## src/rtl/pipe_pkg.sv

```systemverilog
// Shared types and encodings for the pipeline hazard controller.
// Record fields are sized by RA_BITS, so the controller's RA_W must equal it.
package pipe_pkg;

  localparam int RA_BITS = 5;

  typedef logic [RA_BITS-1:0] ra_t;

  localparam ra_t REG_ZERO = '0;

  localparam logic [1:0] FWD_RF = 2'b00;
  localparam logic [1:0] FWD_EX = 2'b01;
  localparam logic [1:0] FWD_WB = 2'b10;

  // WB records reuse this type; their load bit is carried along but never read.
  typedef struct packed {
    logic valid;
    ra_t  dest;
    logic we;
    logic load;
  } stage_rec_t;

endpackage

```

## src/rtl/hazard_match.sv

```systemverilog
// Compares one in-flight stage record against one ID source register.
// Purely combinational; register 0 never matches.
module hazard_match
  import pipe_pkg::*;
(
  input  logic recValid,
  input  logic recWe,
  input  ra_t  recDest,
  input  ra_t  src,
  input  logic useSrc,
  output logic hit
);

  assign hit = recValid & recWe & useSrc & (recDest == src) & (src != REG_ZERO);

endmodule

```

## src/rtl/pipe_hazard_ctrl.sv

```systemverilog
// Stage enables, flush/bubble control and ALU forwarding for the 4-stage core.
// Outputs are combinational in the same cycle; mem_busy freezes records and counters.
module pipe_hazard_ctrl
  import pipe_pkg::*;
#(
  parameter int RA_W  = 5,
  parameter int CNT_W = 16
) (
  input  logic             clock,
  input  logic             reset,
  input  logic             id_valid,
  input  logic [RA_W-1:0]  id_rs,
  input  logic [RA_W-1:0]  id_rt,
  input  logic             id_use_rs,
  input  logic             id_use_rt,
  input  logic [RA_W-1:0]  id_dest,
  input  logic             id_reg_we,
  input  logic             id_mem_re,
  input  logic             ex_redirect,
  input  logic             mem_busy,
  output logic             pc_we,
  output logic             if_id_we,
  output logic             if_id_flush,
  output logic             id_ex_bubble,
  output logic             ex_wb_we,
  output logic [1:0]       fwd_a_sel,
  output logic [1:0]       fwd_b_sel,
  output logic [CNT_W-1:0] stall_cnt,
  output logic [CNT_W-1:0] flush_cnt
);

  stage_rec_t exRec, wbRec;
  logic exHitA, exHitB, wbHitA, wbHitB;
  logic freeze, redirect, loadUse;

  hazard_match uExA (.recValid(exRec.valid), .recWe(exRec.we), .recDest(exRec.dest),
                     .src(id_rs), .useSrc(id_use_rs), .hit(exHitA));
  hazard_match uExB (.recValid(exRec.valid), .recWe(exRec.we), .recDest(exRec.dest),
                     .src(id_rt), .useSrc(id_use_rt), .hit(exHitB));
  hazard_match uWbA (.recValid(wbRec.valid), .recWe(wbRec.we), .recDest(wbRec.dest),
                     .src(id_rs), .useSrc(id_use_rs), .hit(wbHitA));
  hazard_match uWbB (.recValid(wbRec.valid), .recWe(wbRec.we), .recDest(wbRec.dest),
                     .src(id_rt), .useSrc(id_use_rt), .hit(wbHitB));

  assign freeze   = mem_busy;
  assign redirect = ex_redirect;
  assign loadUse  = id_valid & exRec.load & (exHitA | exHitB);

  always_comb begin
    pc_we        = 1'b1;
    if_id_we     = 1'b1;
    if_id_flush  = 1'b0;
    id_ex_bubble = 1'b0;
    ex_wb_we     = 1'b1;
    if (reset) begin
      pc_we        = 1'b0;
      if_id_we     = 1'b0;
      if_id_flush  = 1'b1;
      id_ex_bubble = 1'b1;
      ex_wb_we     = 1'b0;
    end else if (freeze) begin
      pc_we        = 1'b0;
      if_id_we     = 1'b0;
      ex_wb_we     = 1'b0;
    end else if (redirect) begin
      if_id_flush  = 1'b1;
      id_ex_bubble = 1'b1;
    end else if (loadUse) begin
      pc_we        = 1'b0;
      if_id_we     = 1'b0;
      id_ex_bubble = 1'b1;
    end
  end

  // A load sitting in EX has no result yet, so it never supplies the EX path.
  always_comb begin
    fwd_a_sel = FWD_RF;
    fwd_b_sel = FWD_RF;
    if (!reset) begin
      if (exHitA && !exRec.load) fwd_a_sel = FWD_EX;
      else if (wbHitA)           fwd_a_sel = FWD_WB;
      if (exHitB && !exRec.load) fwd_b_sel = FWD_EX;
      else if (wbHitB)           fwd_b_sel = FWD_WB;
    end
  end

  always_ff @(posedge clock) begin
    if (reset) begin
      exRec     <= '0;
      wbRec     <= '0;
      stall_cnt <= '0;
      flush_cnt <= '0;
    end else if (!freeze) begin
      wbRec <= exRec;
      if (redirect || loadUse || !id_valid) begin
        exRec <= '0;
      end else begin
        exRec.valid <= 1'b1;
        exRec.dest  <= id_dest;
        exRec.we    <= id_reg_we;
        exRec.load  <= id_mem_re;
      end
      if (redirect) begin
        if (flush_cnt != '1) flush_cnt <= flush_cnt + CNT_W'(1);
      end else if (loadUse) begin
        if (stall_cnt != '1) stall_cnt <= stall_cnt + CNT_W'(1);
      end
    end
  end

endmodule

```

## config.mk

```make
export PLATFORM = sky130hd
export DESIGN_NAME = pipe_hazard_ctrl
export DESIGN_NICKNAME = d
export VERILOG_FILES = /design/src/rtl/pipe_pkg.sv /design/src/rtl/hazard_match.sv /design/src/rtl/pipe_hazard_ctrl.sv
export SDC_FILE = /design/constraint.sdc
export NUM_CORES = 1
export LEC_CHECK = 0
export ABC_AREA = 0
export ABC_CLOCK_PERIOD_IN_PS = 5160
export BUFFER_PORTS_ARGS = -buffer_cell sky130_fd_sc_hd__buf_2
export CAP_MARGIN = 20
export CORE_ASPECT_RATIO = 0.5
export CORE_MARGIN = 5
export CORE_UTILIZATION = 57
export DETAILED_ROUTE_END_ITERATION = 8
export GPL_TIMING_DRIVEN = 0
export PLACE_DENSITY_LB_ADDON = 0.2
export SETUP_SLACK_MARGIN = 0.2
export SLEW_MARGIN = 20
export SYNTH_ARGS = -nofsm -noshare
export SYNTH_HDL_FRONTEND = slang
export SYNTH_SLANG_ARGS = --single-unit
```

## constraint.sdc

```tcl
create_clock -name clock -period 5.16 [get_ports clock]
set_input_delay 0.258 -clock clock [delete_from_list [all_inputs] [get_ports clock]]
set_output_delay 0.258 -clock clock [all_outputs]
set_load 0.05 [all_outputs]
```

==> results.sh <==
export IMPL_hold_end="exRec[1]"
export IMPL_ys_ff_latch=47
export IMPL_tightest_slew_ns=0.5343
export IMPL_fin_tns_setup_ns=0
export IMPL_fin_crit_sh_pct=47.99
export IMPL_relSlewSlack_pct=64.38
export IMPL_areaGrowthSynthToFinish_pct=19.05
export IMPL_cp_max_fo=8
export IMPL_pwr_density_cell_nw_per_um2=222.7
export IMPL_grt_pass1_vias=2293
export IMPL_finish_utilization_pct=69.00
export IMPL_post_cts_buffers=0
export IMPL_cp_data_required_time_ns=4.90
export IMPL_clk_pin_slew_ns=0.09
export IMPL_cts_max_level=2
export IMPL_syn_area_per_cell_um2=9.046
export IMPL_regToRegSetupSlack_ns=2.93
export IMPL_syn_area_um2=2515
export IMPL_synth_edf_count=0
export IMPL_die_y_um=56.97
export IMPL_ctsHoldBuffers=0
export IMPL_r2r_end="stall_cnt[12]"
export IMPL_final_antenna_net_count=0
export IMPL_postSynthCellCount=278
export IMPL_clk_latency_ns=0.31
export IMPL_hold_path_class="input pin to flip-flop"
export IMPL_vdd_drop_max_uv=137.4
export IMPL_finalClockSkew_ns=0.009216
export IMPL_ys_top_cells_by_area="dfxtp_1 (37%), xnor2_1 (11%), nor2_1 (6.7%), mux2i_1 (3.6%), xor2_1 (2.8%)"
export IMPL_r2r_cells=7
export IMPL_max_freq_mhz=403.9
export IMPL_start_util_pct=57.96
export IMPL_drc=0
export IMPL_cts_tree="built"
export IMPL_cp_end_kind="primary output"
export IMPL_vias=2263
export IMPL_worst_hold_startpoint="id_reg_we"
export IMPL_io_pins=65
export IMPL_grt_ovfl_total=0
export IMPL_final_cell_count_no_fill=406
export IMPL_async_flop_share_pct=0
export IMPL_synth_ff_type="dfxtp_1"
export IMPL_ys_warn_count=0
export IMPL_cellLeakagePower_nw=1.201
export IMPL_cts_sinks=47
export IMPL_grt_max_degree=17
export IMPL_worst_ep_arrival_time_ns=2.22
export IMPL_synth_cell_type_count=48
export IMPL_drt_wl_total_mm=5.921
export IMPL_antenna_found_initial=0
export IMPL_drt_vias_per_instance=5.574
export IMPL_drt_iter0_markers=87
export IMPL_fin_area_um2=2994
export IMPL_min_path_cells=2
export IMPL_finalWorstSetupSlack_ns=2.684
export IMPL_crit_type="input pin to primary output"
export IMPL_cts_buffers=5
export IMPL_grt_pass1_wl_mm=10.29
export IMPL_syn_nets=304
export IMPL_setup_viol=0
export IMPL_clockRootBuffer="clkbuf_8"
export IMPL_n_antenna_cell=0
export IMPL_status="complete, no violations"
export IMPL_timing_rr_start="exRec[2]"
export IMPL_total_power_uw=666.7
export IMPL_core_area_um2=4339
export IMPL_drive_above_1_share_pct=25.50
export IMPL_post_place_ws_ns=2.690
export IMPL_fp_row_count=17
export IMPL_fillCellCount=391
export IMPL_routedWlPerCell_um=14.58
export IMPL_die_x_um=103.9
export IMPL_first_pass_iters=4
export IMPL_synth_top_area_share_pct=37.41
export IMPL_hold_viol=0
export IMPL_fin_crit_ns=2.476
export IMPL_rsz0062_at_grt="false"
export IMPL_finish_net_count=374
export IMPL_gp_congestion=0.9328
export IMPL_grtUsageTotal_pct=20.65
export IMPL_yosysSeqAreaShare_pct=37.41
export IMPL_dp_cells=398
export IMPL_clockBufferDepth=2
export IMPL_dp_hpwl_mm=4.515
export IMPL_worstSetupStartpointType="input pin"
export IMPL_portBuffers=63
export IMPL_post_dp_cell_area_um2=2902
export IMPL_drv_cap=0
export IMPL_slew_violations=0
export IMPL_die_area_um2=5921
export IMPL_yosys_area_top_type="dfxtp_1"
export IMPL_whs_ns=0.1615
export IMPL_cts_resized=0
[power by group]
part	total, mW	switching [mW]	internal, mW
combinational	0.0648	0.0404	0.0245
clock	0.232	0.135	0.0970
sequential	0.370	0.00421	0.366
total	0.667	0.179	0.487
[worst max-delay path by stage]
stage	to	start	cells after the start	slack, ns
2_1_floorplan	pc_we	id_rt[0]	7	1.86
3_3_place_gp	pc_we	id_rt[0]	9	2.67
3_5_place_dp	pc_we	id_rt[0]	9	2.69
4_1_cts	pc_we	id_rt[0]	9	2.68
5_1_grt	pc_we	id_rt[0]	9	2.48
6_report	pc_we	id_rs[0]	9	2.68
[layer usage]
layer / up-vias / track usage, % / part of all wire, %
met5: - / 0 / 0
met4: 0 / 6.089 / 1.1
met3: 10 / 4.633 / 4.0
met2: 45 / 37.23 / 50
met1: 1093 / 25.09 / 45
li1: 1115 / - / -
[registers in the layout, summed over array words and instances (netlist names)]
name       flops
exRec          8
flush_cnt     16
stall_cnt     16
wbRec          7
[logic make-up after synthesis]
family,Yosys count,share of synthesized area [%]
XOR/XNOR,39,13.58
buffers and inverters,22,4.228
flip-flops,47,37.41
adder cells (fa/ha/maj),2,0.9949
multiplexers,13,5.672
AO/OA/AOI/OAI,37,13.48
AND/OR/NAND/NOR,118,24.63
[Yosys cell counts (3+ instances only)]
master and number:
nand4_1 7, nor4_1 4, a21o_1 3, xnor2_1 31, nor2b_1 7, nand2b_1 4, dfxtp_1 47, xor2_1 8
or3_1 3, a21oi_1 6, mux2i_1 9, and4_1 4, nor3_1 4, a31o_1 3, a22o_1 7, a211oi_1 4
a311oi_1 3, nor2_1 45, nand3_1 13, inv_1 9, clkbuf_1 8, nand2_1 13
[layout by cell type, fill, tap and decap left out, drive strengths merged, types with 3 or more instances in the layout]
master,count
a211oi,5
a21o,3
a21oi,8
a22o,7
a311oi,3
a31o,3
and4,6
buf,68
clkbuf,13
dfxtp,47
inv,10
mux2,4
mux2i,9
nand2,14
nand2b,4
nand3,13
nand4,8
nor2,45
nor2b,7
nor3,4
nor4,5
or3,3
xnor2,31
xor2,8
[critical path, cell delays in order]
cell,delay (ns)
buf_2,0.13
or4_1,0.51
o21ai_1,0.17
or3_1,0.15
buf_6,0.16
nand2_4,0.08
a311oi_1,0.34
buf_4,0.17
buf_2,0.25
[area by class of cell]
| type | instances | area (µm²) | area share, % |
|---|---|---|---|
| multi-input combinational | 209 | 1468 | 49.02 |
| sequential | 47 | 940.9 | 31.42 |
| timing repair buffer | 63 | 315.3 | 10.53 |
| buffer | 13 | 72.57 | 2.424 |
| tap | 57 | 71.32 | 2.382 |
| clock buffer | 5 | 68.82 | 2.298 |
| inverter | 9 | 33.78 | 1.128 |
| clock inverter | 3 | 23.77 | 0.7940 |
Power figures use the tool's default switching activity.
